===== src/rtl/rv_dp.sv =====
// Multicycle RISC-V datapath: architectural state, holding registers, imm gen, ALU and unified memory port.
// Single-cycle register stages under control-plane strobes; no backpressure, memory read is combinational.
module rv_dp #(
    parameter logic [31:0] RESET_PC = 32'h0000_0000,
    parameter logic [31:0] SP_RESET = 32'h0000_0000
) (
    input  logic        clk,
    input  logic        rst,
    output logic [31:0] mem_addr,
    output logic [31:0] mem_wdata,
    input  logic [31:0] mem_rdata,
    output logic [31:0] instr,
    output logic        zero,
    input  logic        pcsourse,
    input  logic        pcwrite,
    input  logic        pccen,
    input  logic        irwrite,
    input  logic [1:0]  wbsel,
    input  logic        regwen,
    input  logic [1:0]  immsel,
    input  logic [1:0]  asel,
    input  logic [1:0]  bsel,
    input  logic [3:0]  alusel,
    input  logic        mdrwrite
);

    localparam logic [1:0] WB_PC     = 2'd0;
    localparam logic [1:0] WB_ALUOUT = 2'd1;
    localparam logic [1:0] WB_MDR    = 2'd2;

    localparam logic [1:0] IMM_L = 2'd0;
    localparam logic [1:0] IMM_S = 2'd1;
    localparam logic [1:0] IMM_B = 2'd2;
    localparam logic [1:0] IMM_J = 2'd3;

    localparam logic [1:0] ALUA_REG    = 2'd0;
    localparam logic [1:0] ALUA_PCC    = 2'd1;
    localparam logic [1:0] ALUA_ALUOUT = 2'd2;

    localparam logic [1:0] ALUB_REG = 2'd0;
    localparam logic [1:0] ALUB_IMM = 2'd1;
    localparam logic [1:0] ALUB_ONE = 2'd2;

    localparam logic [6:0] OP_JAL = 7'b1101111;

    logic [31:0] pc;
    logic [31:0] pcc;
    logic [31:0] ir;
    logic [31:0] mdr;
    logic [31:0] a_reg;
    logic [31:0] b_reg;
    logic [31:0] alu_out;
    logic [31:0] rf [32];

    logic [4:0]  rs1;
    logic [4:0]  rs2;
    logic [4:0]  rd;
    logic [31:0] wb_data;
    logic [31:0] imm;
    logic [31:0] imm_i;
    logic [31:0] imm_s;
    logic [31:0] imm_b;
    logic [31:0] imm_j;
    logic [31:0] alu_a;
    logic [31:0] alu_b;
    logic [31:0] alu_res;

    assign rs1 = ir[19:15];
    assign rs2 = ir[24:20];
    assign rd  = ir[11:7];

    assign instr     = ir;
    assign mem_addr  = irwrite ? pc : alu_out;
    assign mem_wdata = b_reg;
    assign zero      = (alu_res == 32'd0);

    always_comb begin
        imm_i = {{20{ir[31]}}, ir[31:20]};
        imm_s = {{20{ir[31]}}, ir[31:25], ir[11:7]};
        imm_b = {{19{ir[31]}}, ir[31], ir[7], ir[30:25], ir[11:8], 1'b0};
        imm_j = {{11{ir[31]}}, ir[31], ir[19:12], ir[20], ir[30:21], 1'b0};
        case (immsel)
            IMM_L:   imm = imm_i;
            IMM_S:   imm = imm_s;
            // JAL reuses the branch-target decode step to form its jump target
            IMM_B:   imm = (ir[6:0] == OP_JAL) ? imm_j : imm_b;
            IMM_J:   imm = imm_j;
            default: imm = 32'd0;
        endcase
    end

    always_comb begin
        case (asel)
            ALUA_REG:    alu_a = a_reg;
            ALUA_PCC:    alu_a = pcc;
            ALUA_ALUOUT: alu_a = alu_out;
            default:     alu_a = 32'd0;
        endcase
        case (bsel)
            ALUB_REG: alu_b = b_reg;
            ALUB_IMM: alu_b = imm;
            ALUB_ONE: alu_b = 32'd1;
            default:  alu_b = 32'd0;
        endcase
    end

    always_comb begin
        case (alusel[3:1])
            3'b000:  alu_res = alusel[0] ? (alu_a - alu_b) : (alu_a + alu_b);
            3'b001:  alu_res = alu_a << alu_b[4:0];
            3'b010:  alu_res = {31'd0, $signed(alu_a) < $signed(alu_b)};
            3'b011:  alu_res = {31'd0, alu_a < alu_b};
            3'b100:  alu_res = alu_a ^ alu_b;
            3'b101:  alu_res = alusel[0] ? 32'($signed(alu_a) >>> alu_b[4:0])
                                         : (alu_a >> alu_b[4:0]);
            3'b110:  alu_res = alu_a | alu_b;
            default: alu_res = alu_a & alu_b;
        endcase
    end

    always_comb begin
        case (wbsel)
            WB_PC:     wb_data = pc;
            WB_ALUOUT: wb_data = alu_out;
            WB_MDR:    wb_data = mdr;
            default:   wb_data = 32'd0;
        endcase
    end

    always_ff @(posedge clk or posedge rst) begin
        if (rst) begin
            pc  <= RESET_PC;
            pcc <= 32'd0;
            ir  <= 32'd0;
            mdr <= 32'd0;
        end else begin
            if (pcwrite)
                pc <= pcsourse ? alu_out : (pc + 32'd4);
            if (pccen)
                pcc <= pc;
            if (irwrite)
                ir <= mem_rdata;
            if (mdrwrite)
                mdr <= mem_rdata;
        end
    end

    // Free-running holding registers hand results from one control state to the next
    always_ff @(posedge clk or posedge rst) begin
        if (rst) begin
            a_reg   <= 32'd0;
            b_reg   <= 32'd0;
            alu_out <= 32'd0;
        end else begin
            a_reg   <= rf[rs1];
            b_reg   <= rf[rs2];
            alu_out <= alu_res;
        end
    end

    always_ff @(posedge clk or posedge rst) begin
        if (rst) begin
            for (int i = 0; i < 32; i++)
                rf[5'(i)] <= (i == 2) ? SP_RESET : 32'd0;
        end else if (regwen && (rd != 5'd0)) begin
            rf[rd] <= wb_data;
        end
    end

endmodule


===== config.mk =====
export PLATFORM = sky130hd
export DESIGN_NAME = rv_dp
export DESIGN_NICKNAME = d
export VERILOG_FILES = /design/src/rtl/rv_dp.sv
export SDC_FILE = /design/constraint.sdc
export NUM_CORES = 2
export LEC_CHECK = 0
export CORE_MARGIN = 10
export CORE_UTILIZATION = 50
export CTS_CLUSTER_DIAMETER = 40
export DETAILED_ROUTE_END_ITERATION = 16
export PLACE_DENSITY = 0.62
export SYNTH_ARGS = -nofsm -noshare
export SYNTH_HDL_FRONTEND = slang
export SYNTH_SLANG_ARGS = --single-unit

===== constraint.sdc =====
create_clock -name clk -period 49.2 [get_ports clk]
set_clock_uncertainty 0.1 [all_clocks]
set_input_delay 12.3 -clock clk [delete_from_list [all_inputs] [get_ports clk]]
set_output_delay 12.3 -clock clk [all_outputs]
set_load 0.05 [all_outputs]

# Word level (Yosys, flattened, before mapping)
# Index checks and enable logic that the tools add are counted.
dict set report totals {
  ff_bits 1248
  input_bits 52
  output_inout_bits 97
}
dict set report classes {
  bitwise 7
  addsub 3
  reduce_logical 10
  order_cmp 6
  n_mux 19
  shift 3
  n_eq_ne 16
}
# operator count
set ops {}
lappend ops {{1024-bit bitwise mux} 1}
lappend ops {{32-bit binary-select mux with 5-bit select} 2}
lappend ops {{32-bit 2-to-1 mux} 9}
lappend ops {{32-bit one-hot mux with 3 select lines} 3}
lappend ops {{32-bit one-hot mux with 7 select lines} 1}
lappend ops {{32-bit demux with 5-bit select} 1}
lappend ops {{32-bit one-hot mux with 4 select lines} 1}
lappend ops {{32-bit less-than comparator} 2}
lappend ops {{32-bit by 3-bit adder with 32-bit output, second input constant} 1}
lappend ops {{32-bit adder} 1}
lappend ops {{32-bit bitwise AND} 1}
lappend ops {{32-bit logical NOT} 1}
lappend ops {{32-bit bitwise OR} 1}
lappend ops {{32-bit by 5-bit << shifter with 32-bit output} 1}
lappend ops {{32-bit by 5-bit right shift with 32-bit output} 1}
lappend ops {{32-bit by 5-bit >>> shifter with 32-bit output} 1}
lappend ops {{32-bit subtractor} 1}
lappend ops {{32-bit XOR} 1}
lappend ops {{20-bit 2-to-1 mux} 1}
lappend ops {{6-bit >= comparator, second input constant} 3}
lappend ops {{5-bit NOT with 6-bit output} 3}
lappend ops {{2-bit == test, second input constant} 5}
lappend ops {{3-bit == test, second input constant} 3}
lappend ops {{2-bit by 1-bit == test with 1-bit output, second input constant} 4}
lappend ops {{10 further kinds} 15}

# Logic depth before layout (Yosys ltp)
dict set report logic_depth {
  depth_word 8
  depth_mapped 23
  mapped_depth_nobuf 21
}

# Least setup slack after synthesis
# No wires, ideal clock.
dict set report synth_path {
  kind {input -> output}
  from {input immsel[0]}
  to {output zero}
  setup_slack_ns 19.628
  t_arrival_ns 17.172
  stages 22
  path_buffers 6
  path_cell_list {buf_4 > mux2i_1 > a211o_1 > or4_1 > buf_2 > buf_2 > buf_2 > clkbuf_1 > ha_1 > clkbuf_1 > nand2b_1 > o2111a_1 > nor3_1 > o21ai_0 > and3b_1 > o21ai_0 > a31oi_1 > a41o_1 > or3_1 > nor4_2 > nand4_1 > nor3_2}
}
dict set report synth_via {
  elab_chain_len 7
  word_cells_on_any_way 20
}
# element line_no
set synth_lines {}
lappend synth_lines {{from (decl)} 20} ;# input logic [1:0] immsel,
lappend synth_lines {{2-bit == test (tied with other cells)} 82} ;# case (immsel)
lappend synth_lines {{32-bit one-hot mux with 4 select lines *} 82}
lappend synth_lines {{32-bit one-hot mux with 3 select lines *} 99} ;# case (bsel)
lappend synth_lines {{32-bit adder (tied with other cells)} 109} ;# 3'b000: alu_res = alusel[0] ? (alu_a - alu_b) : (alu_a + alu_b);
lappend synth_lines {{32-bit 2-to-1 mux, on equally long branches} {109, 114}}
lappend synth_lines {{32-bit one-hot mux with 7 select lines *} 108} ;# case (alusel[3:1])
lappend synth_lines {{via alu_res[9]} 66} ;# logic [31:0] alu_res;
lappend synth_lines {{32-bit logical NOT *} 75} ;# assign zero = (alu_res == 32'd0);
lappend synth_lines {{to (decl)} 13} ;# output logic zero,
# Mark *: on every way through the listed nets, which the timed path passes. The rest lies on a longest branch. The select of a mux whose other input is x is not followed.

# Worst setup path after layout
dict set report layout_path {
  from {input immsel[0]}
  to {output zero}
}
dict set report layout_via {
  elab_chain_len 7
  word_cells_on_any_way 20
}
# element line_no
set layout_lines {}
lappend layout_lines {{2-bit == test (tied with other cells)} 82}
lappend layout_lines {{32-bit one-hot mux with 4 select lines *} 82}
lappend layout_lines {{32-bit one-hot mux with 3 select lines *} 99}
lappend layout_lines {{32-bit adder (tied with other cells)} 109}
lappend layout_lines {{32-bit 2-to-1 mux, on equally long branches} {109, 114}}
lappend layout_lines {{32-bit one-hot mux with 7 select lines *} 108}
lappend layout_lines {{32-bit logical NOT *} 75}
# Every way passes the cells marked *; elsewhere a longest branch is shown, timed or not. The select of a mux whose other input is x is not followed.

==> flow_metrics.py <==
metrics = {
    "clock_network": {
        "cts_tree": "yes",
        "clk_pin_slew_worst_paths_ns": 0.06,
        "ctsResizeCount": 0,
        "cts_hold_buf": 0,
        "clockBufferDepth": 3,
        "htreeDepth": 4,
        "cts_sinks": 1248,
        "cts_setup_buffers": 0,
        "cts_buffers": 181,
        "insertion_delay_ns": 0.82,
        "clockRootBuffer": "clkbuf_16",
    },
    "yosys": {
        "synth_top_area_cell": "dfrtp_1",
        "netlist_top_cells_count": "736 x dfrtp_1, 641 x mux4_2, 573 x nand2_1",
        "synth_top_area_share_pct": 26.8,
        "synth_seq_cells": 1248,
        "synth_edf_count": 512,
        "syn_nets": 5587,
        "synthArstFlopShare_pct": 59.0,
        "synth_flop_cell": "dfrtp_1",
        "post-synth-top-count-cell": "dfrtp_1",
        "ys_seq_area_share_pct": 49.2,
        "syn_area_um2": 68700,
        "syn_avg_cell_area_um2": 12.6,
        "synth_area_leaders": "dfrtp_1 27%, edfxtp_1 22%, mux4_2 21%",
        "syn_inst": 5435,
        "ys_types": 96,
        "yosysWarnings": 0,
    },
    "worst_setup_path": {
        "crit_slowest_cell": "clkdlybuf4s50_1",
        "critical_path_buf_inv_count": 2,
        "critPathArrivalTime_ns": 19.49,
        "slowest_delay_ns": 0.90,
        "r2r_end": "alu_out[31]$_DFF_PP0_",
        "r2r-start": "instr[23]$_DFFE_PP0P_",
        "critPathLaunchType": "input pin",
        "crit_path_max_fanout": 17,
        "rrSetupSlack_ns": 42.89,
        "path_cells": "clkdlybuf4s50_1 -> o21ai_0 -> nand2_1 -> o21ai_1 -> a21oi_1 -> o21a_1 -> ha_1 -> and4_1 -> nand3_1 -> nor2_1 -> o211ai_1 -> a211o_1 -> nand3_1 -> xnor2_1 -> o211ai_1 -> o32ai_1 -> o2111a_1 -> nand4_1 -> nor3_2 -> clkdlybuf4s50_1",
        "reg2reg_depth": 16,
        "worstSetupPathType": "input pin to output port",
        "cp_top_family": "compound AO/OA/AOI/OAI gates",
        "worstPathRequired_ns": 36.80,
        "end_kind": "output port",
    },
    "placed_design": {
        "gp_congestion": 1.06,
        "portBuffers": 148,
        "placed_cell_area_um2": 71900,
        "post-place-ws_ns": 17.54,
        "hpwl_um": 183000,
        "dp_cells": 7024,
    },
    "power": {
        "switching_share_pct": 34.7,
        "internal_power_uw": 2580,
        "p_per_area_nw_per_um2": 50.3,
        "clkPwrFrac_pct": 34.9,
        "sequentialPowerShare_pct": 37.2,
        "combPwrFrac_pct": 27.9,
        "vdd_drop_max_uv": 38.2,
        "power.leakage_uw": 0.0306,
        "power_switching_uw": 1370,
    },
    "detailed_routing": {
        "wl_um": 267000,
        "drc": 0,
        "via_count": 50269,
        "drtIter0Drc": 6085,
        "dr.pass1.iters": 6,
        "ant_nets": 0,
        "via_per_inst": 6.82,
        "wl_per_cell_um": 36.3,
    },
    "sta": {
        "hold_viol": 0,
        "tns_ns": 0,
        "holdWs_ns": 0.296,
        "drv_slew": 0,
        "fmax_mhz": 31.4,
        "period_minus_slack_ns": 31.89,
        "worst_pin_slew_ns": 1.35,
        "finalCritPeriodShare_pct": 64.8,
        "slew_headroom_pct": 10.0,
        "setup_ws_ns": 17.31,
        "rsz0062_at_grt": "false",
        "setup_viol": 0,
    },
    "floorplan": {
        "initial_utilization_pct": 50.5,
        "die_w_um": 391,
        "coreArea_um2": 136000,
        "die-area_um2": 153000,
        "die_y_um": 391,
        "rows": 135,
        "ios": 149,
    },
    "worst_hold_path": {
        "worstHoldPathCells": 0,
        "hp-class": "flop to flop",
        "min_from": "rf[1009]$_DFFE_PP0P_",
        "whs_endpoint": "rf[1009]$_DFFE_PP0P_",
    },
    "cells_and_area": {
        "largest_register_ffs": 1024,
        "fin_nets": 5578,
        "design_area_um2": 78400,
        "regMostFlops": "rf",
        "final_cells": 7368,
        "drive_gt1_share_pct": 25.3,
        "area_growth_pct": 14.0,
    },
    "global_route": {
        "overflow": 0,
        "grt_pass1_vias": 49662,
        "grt_pass1_wl_um": 379000,
        "antenna_found_initial": 21,
        "grt_use_total_pct": 34.8,
        "grt_max_degree": 150,
    },
    "run_status": {
        "status": "complete, no violations",
    },
    "flow_run": {
        "cap_violations": 0,
    },
}
## area by class of cell
cell class                 count  area (µm²)
clock inverter               124        1640
timing repair buffer         298        2650
inverter                     142         543
clock buffer                 214        4830
antenna                        6        15.0
sequential                  1248       33800
fill                       10949       57600
tap                         1781        2230
multi-input combinational   3555       32600
## per-stage QoR
stage / total power (µW) / utilization, %
global route: 4070 / 57.6
floorplan: 2100 / -
finish: 3940 / 57.6
global placement: 2540 / 52.9
detailed placement: 2550 / 52.9
CTS: 3930 / 57.6
## logic make-up (layout without fill, tap and decap cells)
group,count (synthesis),in the layout,synth area share (%)
xor gates and xnor gates,12,12,0.153
DFF,1248,1248,49.2
other,0,6,0
adders and majority gates,100,100,1.84
AOI/OAI and AO/OA,1164,1164,9.99
and+or+nand+nor,1222,1222,7.65
buffers and inverters,632,778,3.70
muxes,1057,1057,27.5
## per-layer routing
layer | GRT usage [%] | routed length [µm] | vias to the layer above
met5 | 0 | 84 | -
met4 | 19.9 | 18000 | 12
met3 | 7.77 | 25100 | 604
met2 | 52.4 | 120000 | 2877
met1 | 46.7 | 104000 | 26048
li1 | - | - | 20728
## power groups by stage
stage               registers [µW]  clock network [µW]  logic, µW
floorplan                     1410                   0        691
global placement              1460                   0       1070
detailed placement            1470                   0       1080
CTS                           1460                1390       1080
global route                  1480                1440       1160
finish                        1470                1380       1100
## cells in the final DEF, fill, tap and decap left out, drive strengths merged, types with 14 or more instances in the layout
master | netlist | final
clkdlybuf4s50 | 0 | 141
o2bb2ai | 21 | 21
nor2 | 371 | 371
o22ai | 31 | 31
nor2b | 19 | 19
clkinv | 1 | 56
o21ai | 500 | 500
mux2i | 211 | 211
nand4 | 18 | 18
o211ai | 25 | 25
nand3 | 52 | 52
a31oi | 28 | 28
inv | 141 | 166
o21a | 14 | 14
clkbuf | 378 | 214
edfxtp | 512 | 512
dfrtp | 736 | 736
a211oi | 26 | 26
nor3 | 52 | 52
and3 | 18 | 18
ha | 98 | 98
nand2b | 33 | 33
a2bb2oi | 14 | 14
a21oi | 323 | 323
mux4 | 641 | 641
nand2 | 573 | 573
buf | 112 | 157
clkinvlp | 0 | 15
mux2 | 205 | 205
a21o | 17 | 17
bufinv | 0 | 29
or2 | 19 | 19
## worst max-delay path by stage
stage                               to  slack, ns  cells past startpoint       from
floorplan           a_reg[0]$_DFF_PP0_      16.15                      1        rst
finish                            zero      17.31                     20  immsel[0]
global placement                  zero      17.62                     20  immsel[0]
detailed placement                zero      17.54                     20  immsel[0]
CTS                               zero      17.53                     20  immsel[0]
global route                      zero      17.17                     20  immsel[0]
Power figures use the tool's default switching activity.
